<file path="config.mk">
export PLATFORM = sky130hd
export DESIGN_NAME = tm_sr_dpr_rx
export DESIGN_NICKNAME = d
export VERILOG_FILES = /design/src/rtl/tm_sr_dpr_rx_pkg.sv /design/src/rtl/tm_sr_dpr_rx_gap_timer.sv /design/src/rtl/tm_sr_dpr_rx.sv
export SDC_FILE = /design/constraint.sdc
export NUM_CORES = 1
export LEC_CHECK = 0
export ABC_AREA = 1
export CAP_MARGIN = 0
export CORE_UTILIZATION = 56
export DETAILED_ROUTE_END_ITERATION = 10
export DONT_BUFFER_PORTS = 1
export PLACE_DENSITY = 0.74
export SYNTH_ARGS = -nofsm -noshare
export SYNTH_HDL_FRONTEND = slang
export SYNTH_SLANG_ARGS = --single-unit
</file>
<file path="constraint.sdc">
create_clock -name clk -period 1.4 [get_ports clk]
set_input_delay 0.28 -clock clk [delete_from_list [all_inputs] [get_ports clk]]
set_output_delay 0.28 -clock clk [all_outputs]
set_load 0.01 [all_outputs]
</file>
<file path="src/rtl/tm_sr_dpr_rx_pkg.sv">
// Shared master-protocol definitions: frame marker, command flags and the
// one-hot command encoding reported on rx_state.
package tm_sr_dpr_rx_pkg;

    localparam logic [7:0] MARKER_MASTER            = 8'hA5;
    localparam logic [7:0] FLAG_TIME_MARK           = 8'h01;
    localparam logic [7:0] FLAG_STATUS_REQUEST      = 8'h02;
    localparam logic [7:0] FLAG_DATA_PACKET_REQUEST = 8'h04;

    typedef enum logic [2:0] {
        CMD_NONE = 3'b000,
        CMD_TM   = 3'b001,
        CMD_SR   = 3'b010,
        CMD_DPR  = 3'b100
    } cmd_e;

    // Unknown flags map to CMD_NONE so the parser can reject them.
    function automatic cmd_e flag_to_cmd(input logic [7:0] flag);
        case (flag)
            FLAG_TIME_MARK:           return CMD_TM;
            FLAG_STATUS_REQUEST:      return CMD_SR;
            FLAG_DATA_PACKET_REQUEST: return CMD_DPR;
            default:                  return CMD_NONE;
        endcase
    endfunction

endpackage

</file>
<file path="src/rtl/tm_sr_dpr_rx_gap_timer.sv">
// Inter-byte gap timer: counts idle cycles while enabled, expires at
// GAP_TIMEOUT-1 and saturates there instead of wrapping.
module tm_sr_dpr_rx_gap_timer #(
    parameter int GAP_TIMEOUT = 1024
) (
    input  logic clk,
    input  logic rst_n,
    input  logic i_clr,
    input  logic i_en,
    output logic o_expire
);

    localparam int W = $clog2(GAP_TIMEOUT);
    localparam logic [W-1:0] LAST = W'(GAP_TIMEOUT - 1);

    logic [W-1:0] r_cnt;

    // NOTE: sequential state uses non-blocking assignments so every flop samples pre-edge values.
    always_ff @(posedge clk or negedge rst_n) begin
        if (!rst_n) begin
            r_cnt <= '0;
        end else if (i_clr || !i_en) begin
            r_cnt <= '0;
        end else if (r_cnt != LAST) begin
            r_cnt <= r_cnt + 1'b1;
        end
    end

    // A byte arriving on the expiry cycle wins over the timeout.
    assign o_expire = i_en && !i_clr && (r_cnt == LAST);

endmodule

</file>
<file path="src/rtl/tm_sr_dpr_rx.sv">
// Slave receive parser for master frames {A5, flag, arg_hi, arg_lo}; emits a
// one-hot command strobe with its argument, or msg_err on an aborted frame.
module tm_sr_dpr_rx
    import tm_sr_dpr_rx_pkg::*;
#(
    parameter int GAP_TIMEOUT = 1024
) (
    input  logic        clk,
    input  logic        rst_n,
    input  logic [7:0]  d,
    input  logic        d_rdy,
    input  logic        d_err,
    output logic [2:0]  rx_state,
    output logic [15:0] arg,
    output logic        msg_err,
    output logic        busy
);

    typedef enum logic [1:0] {
        ST_IDLE,
        ST_WAIT_FLAG,
        ST_WAIT_HI,
        ST_WAIT_LO
    } state_e;

    state_e      r_state,    w_state_nxt;
    cmd_e        r_cmd,      w_cmd_nxt;
    cmd_e        r_rx_state, w_rx_state_nxt;
    logic [7:0]  r_arg_hi,   w_arg_hi_nxt;
    logic [15:0] r_arg,      w_arg_nxt;
    logic        r_msg_err,  w_msg_err_nxt;
    cmd_e        w_cmd_dec;
    logic        w_expire;

    assign w_cmd_dec = flag_to_cmd(d);

    tm_sr_dpr_rx_gap_timer #(
        .GAP_TIMEOUT (GAP_TIMEOUT)
    ) u_gap_timer (
        .clk      (clk),
        .rst_n    (rst_n),
        .i_clr    (d_rdy),
        .i_en     (r_state != ST_IDLE),
        .o_expire (w_expire)
    );

    always_ff @(posedge clk or negedge rst_n) begin
        if (!rst_n) begin
            r_state    <= ST_IDLE;
            r_cmd      <= CMD_NONE;
            r_rx_state <= CMD_NONE;
            r_arg_hi   <= '0;
            r_arg      <= '0;
            r_msg_err  <= 1'b0;
        end else begin
            r_state    <= w_state_nxt;
            r_cmd      <= w_cmd_nxt;
            r_rx_state <= w_rx_state_nxt;
            r_arg_hi   <= w_arg_hi_nxt;
            r_arg      <= w_arg_nxt;
            r_msg_err  <= w_msg_err_nxt;
        end
    end

    // NOTE: every signal driven here gets a default first, so no latch can be inferred.
    always_comb begin
        w_state_nxt    = r_state;
        w_cmd_nxt      = r_cmd;
        w_rx_state_nxt = CMD_NONE;
        w_arg_hi_nxt   = r_arg_hi;
        w_arg_nxt      = r_arg;
        w_msg_err_nxt  = 1'b0;

        if (r_state == ST_IDLE) begin
            // Decoder errors and stray bytes outside a frame are ignored.
            if (d_rdy && !d_err && (d == MARKER_MASTER)) begin
                w_state_nxt = ST_WAIT_FLAG;
            end
        end else if (d_err) begin
            w_state_nxt   = ST_IDLE;
            w_msg_err_nxt = 1'b1;
        end else if (d_rdy) begin
            case (r_state)
                ST_WAIT_FLAG: begin
                    if (w_cmd_dec != CMD_NONE) begin
                        w_cmd_nxt   = w_cmd_dec;
                        w_state_nxt = ST_WAIT_HI;
                    end else begin
                        // A repeated marker restarts the frame instead of dropping it.
                        w_msg_err_nxt = 1'b1;
                        w_state_nxt   = (d == MARKER_MASTER) ? ST_WAIT_FLAG : ST_IDLE;
                    end
                end
                ST_WAIT_HI: begin
                    w_arg_hi_nxt = d;
                    w_state_nxt  = ST_WAIT_LO;
                end
                default: begin
                    w_arg_nxt      = {r_arg_hi, d};
                    w_rx_state_nxt = r_cmd;
                    w_state_nxt    = ST_IDLE;
                end
            endcase
        end else if (w_expire) begin
            w_state_nxt   = ST_IDLE;
            w_msg_err_nxt = 1'b1;
        end
    end

    assign rx_state = r_rx_state;
    assign arg      = r_arg;
    assign msg_err  = r_msg_err;
    assign busy     = (r_state != ST_IDLE);

endmodule

</file>
### After elaboration in Yosys (flattened, before gate mapping)

Index checks and enable logic that the tools add are counted.

* register bits after elaboration: 43
* input bits: 12
* output and inout bits: 21
* logic and storage cells: 59

* add/sub/neg operators: 1
* eq/ne operators: 9
* mux-type cells: 21
* bitwise gates (word level): 3
* reduce and logical (&&, ||, !) cells: 18

Operator list (count)
* two-way mux 10 bit: 2
* two-way mux 2 bit: 6
* two-way mux 3 bit: 4
* adder 10 x 1 -> 10 bit, second input constant: 1
* equality test 10 bit, second input constant: 1
* inequality test 10 bit, second input constant: 1
* one-hot mux 3 bit (3 select lines): 1
* equality test 8 x 1 -> 1 bit, second input constant: 1
* equality test 8 x 2 -> 1 bit, second input constant: 1
* equality test 8 x 3 -> 1 bit, second input constant: 1
* equality test 8 bit, second input constant: 1
* AND reduction 4 bit: 2
* two-way mux 1 bit: 7
* AND reduction 5 bit: 1
* logical AND 1 bit: 4
* one-hot mux 2 bit (2 select lines): 1
* nonzero test 2 bit: 2
* nonzero test 4 bit: 1
* zero test 1 bit: 3
* NOT 1 bit: 3
* nonzero test 3 bit: 1
* equality test 2 x 1 -> 1 bit, second input constant: 1
* equality test 2 bit, second input constant: 1
* zero test 2 bit: 1
* 4 further kinds: 4

### Depth between registers and ports, before layout

* depth in word-level cells: 8
* mapped depth: 10
* gate-level depth less buffers: 10

### Cells and area by module

From an unflattened synthesis, not the netlist that was laid out.

* cell total of the unflattened synthesis: 235
* area, all modules: 2080.7 µm²

Modules (own cells, without submodules)
* tm_sr_dpr_rx: times used 1, cells an instance 159, area an instance 1502.7 µm², sequential area each 825.8 µm²
* tm_sr_dpr_rx_gap_timer: times used 1, cells an instance 76, area an instance 578.1 µm², sequential area each 250.2 µm²

### Least setup slack after synthesis

OpenSTA, ideal clock, no wires.

* kind: register to register
* start: register r_state[0]
* end: register r_state[0]
* library setup time: 113 ps
* arrival time: 1342 ps
* path slack: -55 ps
* stages on the path, launching flop included: 11
* clock period less this slack: 1455 ps
* cells stage by stage: dfrtp_1 > inv_1 > ha_1 > nor2_2 > inv_2 > nor2_2 > nand2_1 > nand2_1 > nand2_1 > nand2_1 > inv_1

* longest elaborated chain between the ends: 5
* elaborated cells between the ends (all ways): 13
* classes of those cells: 3 x eq/ne; 4 x mux; 6 x reduce/logical

RTL lines
* start: declaration: RTL line tm_sr_dpr_rx.sv:26 `state_e r_state, w_state_nxt;`
* start signal: assignment: RTL line tm_sr_dpr_rx.sv:56 `r_state <= w_state_nxt;`
* equality test 2 bit (tied with other cells): RTL line tm_sr_dpr_rx.sv:83 `case (r_state)`
* one-hot mux 2 bit (2 select lines) / logical AND 1 bit (equally long branches): RTL line tm_sr_dpr_rx.sv:83, tm_sr_dpr_rx_gap_timer.sv:30
* two-way mux 2 bit / logical AND 1 bit (equally long branches): RTL line tm_sr_dpr_rx.sv:82, tm_sr_dpr_rx_gap_timer.sv:30
* two-way mux 2 bit / nonzero test 4 bit (equally long branches)
* two-way mux 2 bit / AND reduction 2 bit (equally long branches)

Parallel ways exist; a longest one is shown, timed or not.
A chain may end at the register's enable or synchronous reset.

### Final worst setup path

* start: register r_state[1]
* end: register r_state[0]

The elaborated chain is that of the path after synthesis.

==> results.ini <==
[outcome]
status = finished, violations left
violations = negative setup slack

[worst_setup_path]
r2r_setup_slack_ns = -0.07
start_kind = register
reg2reg_depth = 9
cp_common_cell = nand2_1
arrival_ns = 1.76
crit_buf_inv = 4
crit_required_ns = 1.68
timing.rr.end = r_state[0]
rr_startpoint = r_state[1]
cp_max_fo = 3
cp_slowest_cell = dfrtp_1
cpPeakStageDelay_ns = 0.44
crit_type = reg2reg
endpoint_kind = register
path_delay_family = flip-flops
cp_cell_sequence = buf_4, buf_4, ha_1, inv_1, o21ai_0, nand2_1, nand2_1, nand2_1, inv_1

[clock_tree]
htree_levels = 2
cts_num_sinks = 43
clk_latency_ns = 0.37
cts_tree = built
cts_root_buf = clkbuf_4
numCtsBuffers = 5
ctsLongestPathBuffers = 2
clk_pin_slew_ns = 0.14

[floorplanning]
rows = 21
dieArea_um2 = 3920
core_um2 = 3420
io_pins = 33
die_y_um = 62.6
start_util_pct = 60.2
fp.dieW_um = 62.6

[sta]
fin_crit_sh_pct = 105
rsz0062_at_grt = true
tightest_slew_ns = 0.300
finalCriticalPeriod_ns = 1.47
fmax_mhz = 678
slew_headroom_pct = 79.9
clock_skew_ns = 0.00769
drv_slew = 0
fin_tns_setup_ns = -0.0933
worst_slack_ns = -0.0748
hold_slack_ns = 0.0326
finalSetupViolations = 3
hold_violations = 0

[global_routing]
grt_pass1_wl_um = 7520
grt_antenna_before_repair = 0
grt_usage_pct = 24.9
grt_max_degree = 44
gr-total-overflow = 0
grt_pass1_vias = 1575

[layout]
drive_above_1_share_pct = 32.9
final_util_pct = 71.7
areaGrowthSynthToFinish_pct = 19.1
num_antenna_cells = 0
nets = 259
fillers = 244

[pwr]
p_sw_share_pct = 32.1
power_frac_seq_pct = 49.1
power_density_nw_per_um2 = 1130
pwr-share-clk_pct = 24.8
max-vdd-ir-drop_mv = 0.800
p_int_uw = 1880
p_leak_uw = 0.00123
p_switching_uw = 885
power_frac_comb_pct = 26.1

[place]
place_worst_setup_slack_ns = -0.0966
io_buffers = 0
gp_congestion = 0.847
place_hpwl_um = 2900

[synth]
ys_ff_latch = 43
synth.most_common_cell = nand2_1
async_flop_share_pct = 100
synth_area_leaders = dfrtp_1 52%, nand2_1 9.5%, inv_1 4.6%, o21ai_0 4.1%, o21ai_2 3.4%
syn_area_per_cell_um2 = 9.44
synth_ff_type = dfrtp_1
syn-num-nets = 235
synth_edf_count = 0
yosysWarnings = 0
syn_area_um2 = 2060
synth_top_cell_by_area = dfrtp_1
synth.top_cell.area_share_pct = 52.3
ys_seq_area_share_pct = 52.3
synthTopCellsByCount = 52 x nand2_1, 43 x dfrtp_1, 25 x inv_1
netlist_instances = 218
synth_cell_types = 27

[worst_hold_path]
whs_endpoint = r_arg_hi[1]
hold_path_depth = 2
hp-class = in2reg
hold_start = d[1]

[drt]
drtPass1Iterations = 4
antenna_left = 0
routed_via_density = 5.47
vias = 1580
remaining_drc_errors = 0
first_iter_violations = 83
wire_per_inst_um = 15.8
finalWirelength_um = 4580

[flow_run]
cap_viol_max_count = 0

## cell usage in the layout, fill, tap and decap left out, drive strengths merged
master,Yosys,final
dfrtp,43,43
clkinvlp,0,1
a21oi,5,5
nand2,55,57
nor2,24,24
dlygate4sd3,0,1
nand3,6,6
buf,2,17
clkinv,0,1
o21ai,28,28
a31oi,3,3
xor2,2,2
mux2,8,8
inv,30,30
o21a,1,1
ha,5,5
nand4,4,4
o31ai,1,1
clkbuf,1,6
## cell families after synthesis
| logic type | Yosys count | share of synthesized area [%] |
|---|---|---|
| flops | 43 | 52.3 |
| buf+inv | 33 | 6.75 |
| simple gates | 89 | 20.6 |
| fa+ha+maj | 5 | 3.04 |
| mux | 8 | 5.11 |
| xor+xnor | 2 | 0.852 |
| compound gates | 38 | 11.3 |
## worst max-delay path by stage
stage / startpoint / endpoint / slack (ns) / depth (start not counted)
after detailed placement: u_gap_timer.r_cnt[0] / u_gap_timer.r_cnt[4] / -0.1 / 9
after global placement: u_gap_timer.r_cnt[1] / u_gap_timer.r_cnt[4] / -0.009 / 9
after global routing: r_state[1] / r_state[0] / -0.14 / 9
after floorplan: r_state[0] / r_state[0] / 0.07 / 10
after CTS: u_gap_timer.r_cnt[0] / u_gap_timer.r_cnt[4] / -0.03 / 9
final: r_state[1] / r_state[0] / -0.07 / 9
## worst reg2reg max path: stages, from the launching register on
cell	delay (ns)
dfrtp_1	0.44
buf_4	0.15
buf_4	0.13
ha_1	0.25
inv_1	0.10
o21ai_0	0.09
nand2_1	0.07
nand2_1	0.06
nand2_1	0.07
inv_1	0.04
## sequential cells by signal, indices dropped and copies added, names as in the netlist
| name | flops |
|---|---|
| r_cmd | 3 |
| r_arg_hi | 8 |
| arg | 16 |
| rx_state | 3 |
| msg_err | 1 |
| u_gap_timer.r_cnt | 10 |
| r_state | 2 |
## metal layers
metal | vias to the layer above | global-route usage, % | share of wire (%) | wire [um]
met5 | - | 0 | 0 | 0
met4 | 0 | 9.01 | 1.8 | 83
met3 | 10 | 6.02 | 3.5 | 160
met2 | 32 | 43.8 | 53 | 2430
met1 | 789 | 29.4 | 42 | 1910
li1 | 749 | - | - | -
## stage by stage
stage | instance area, um2 | std cells | power (uW)
floorplan | 2060 | 218 | 1700
global placement | 2130 | 266 | 1790
detailed placement | 2130 | 266 | 1820
CTS | 2350 | 285 | 2700
global route | 2450 | 289 | 2900
finish | 2450 | 289 | 2760
## power by group through the flow
stage | Sequential [uW] | Clock [uW] | Combinational, uW
after floorplan | 1370 | 0 | 324
after global placement | 1380 | 0 | 411
after detailed placement | 1390 | 0 | 436
after CTS | 1360 | 684 | 653
after global routing | 1360 | 736 | 800
final | 1360 | 685 | 721
## timing repair
action                     in CTS  in global routing
hold endpoints to repair       43                  0
gates resized for setup        13                 22
hold buffers                    2                  0
pin swaps                       5                  5
setup buffers                   7                  4
cloned                          2                  0
setup endpoints to repair      12                 36
## final cells by class
cell class	instances	area, um2	area share [%]
flip-flops and latches	43	1080	44.0
repair buffers	18	166	6.79
inverters	30	115	4.70
well taps	46	57.6	2.35
multi-input cells	144	966	39.4
clock inverters	2	16.3	0.664
clock buffers	6	51.3	2.09
Power figures use the tool's default switching activity.
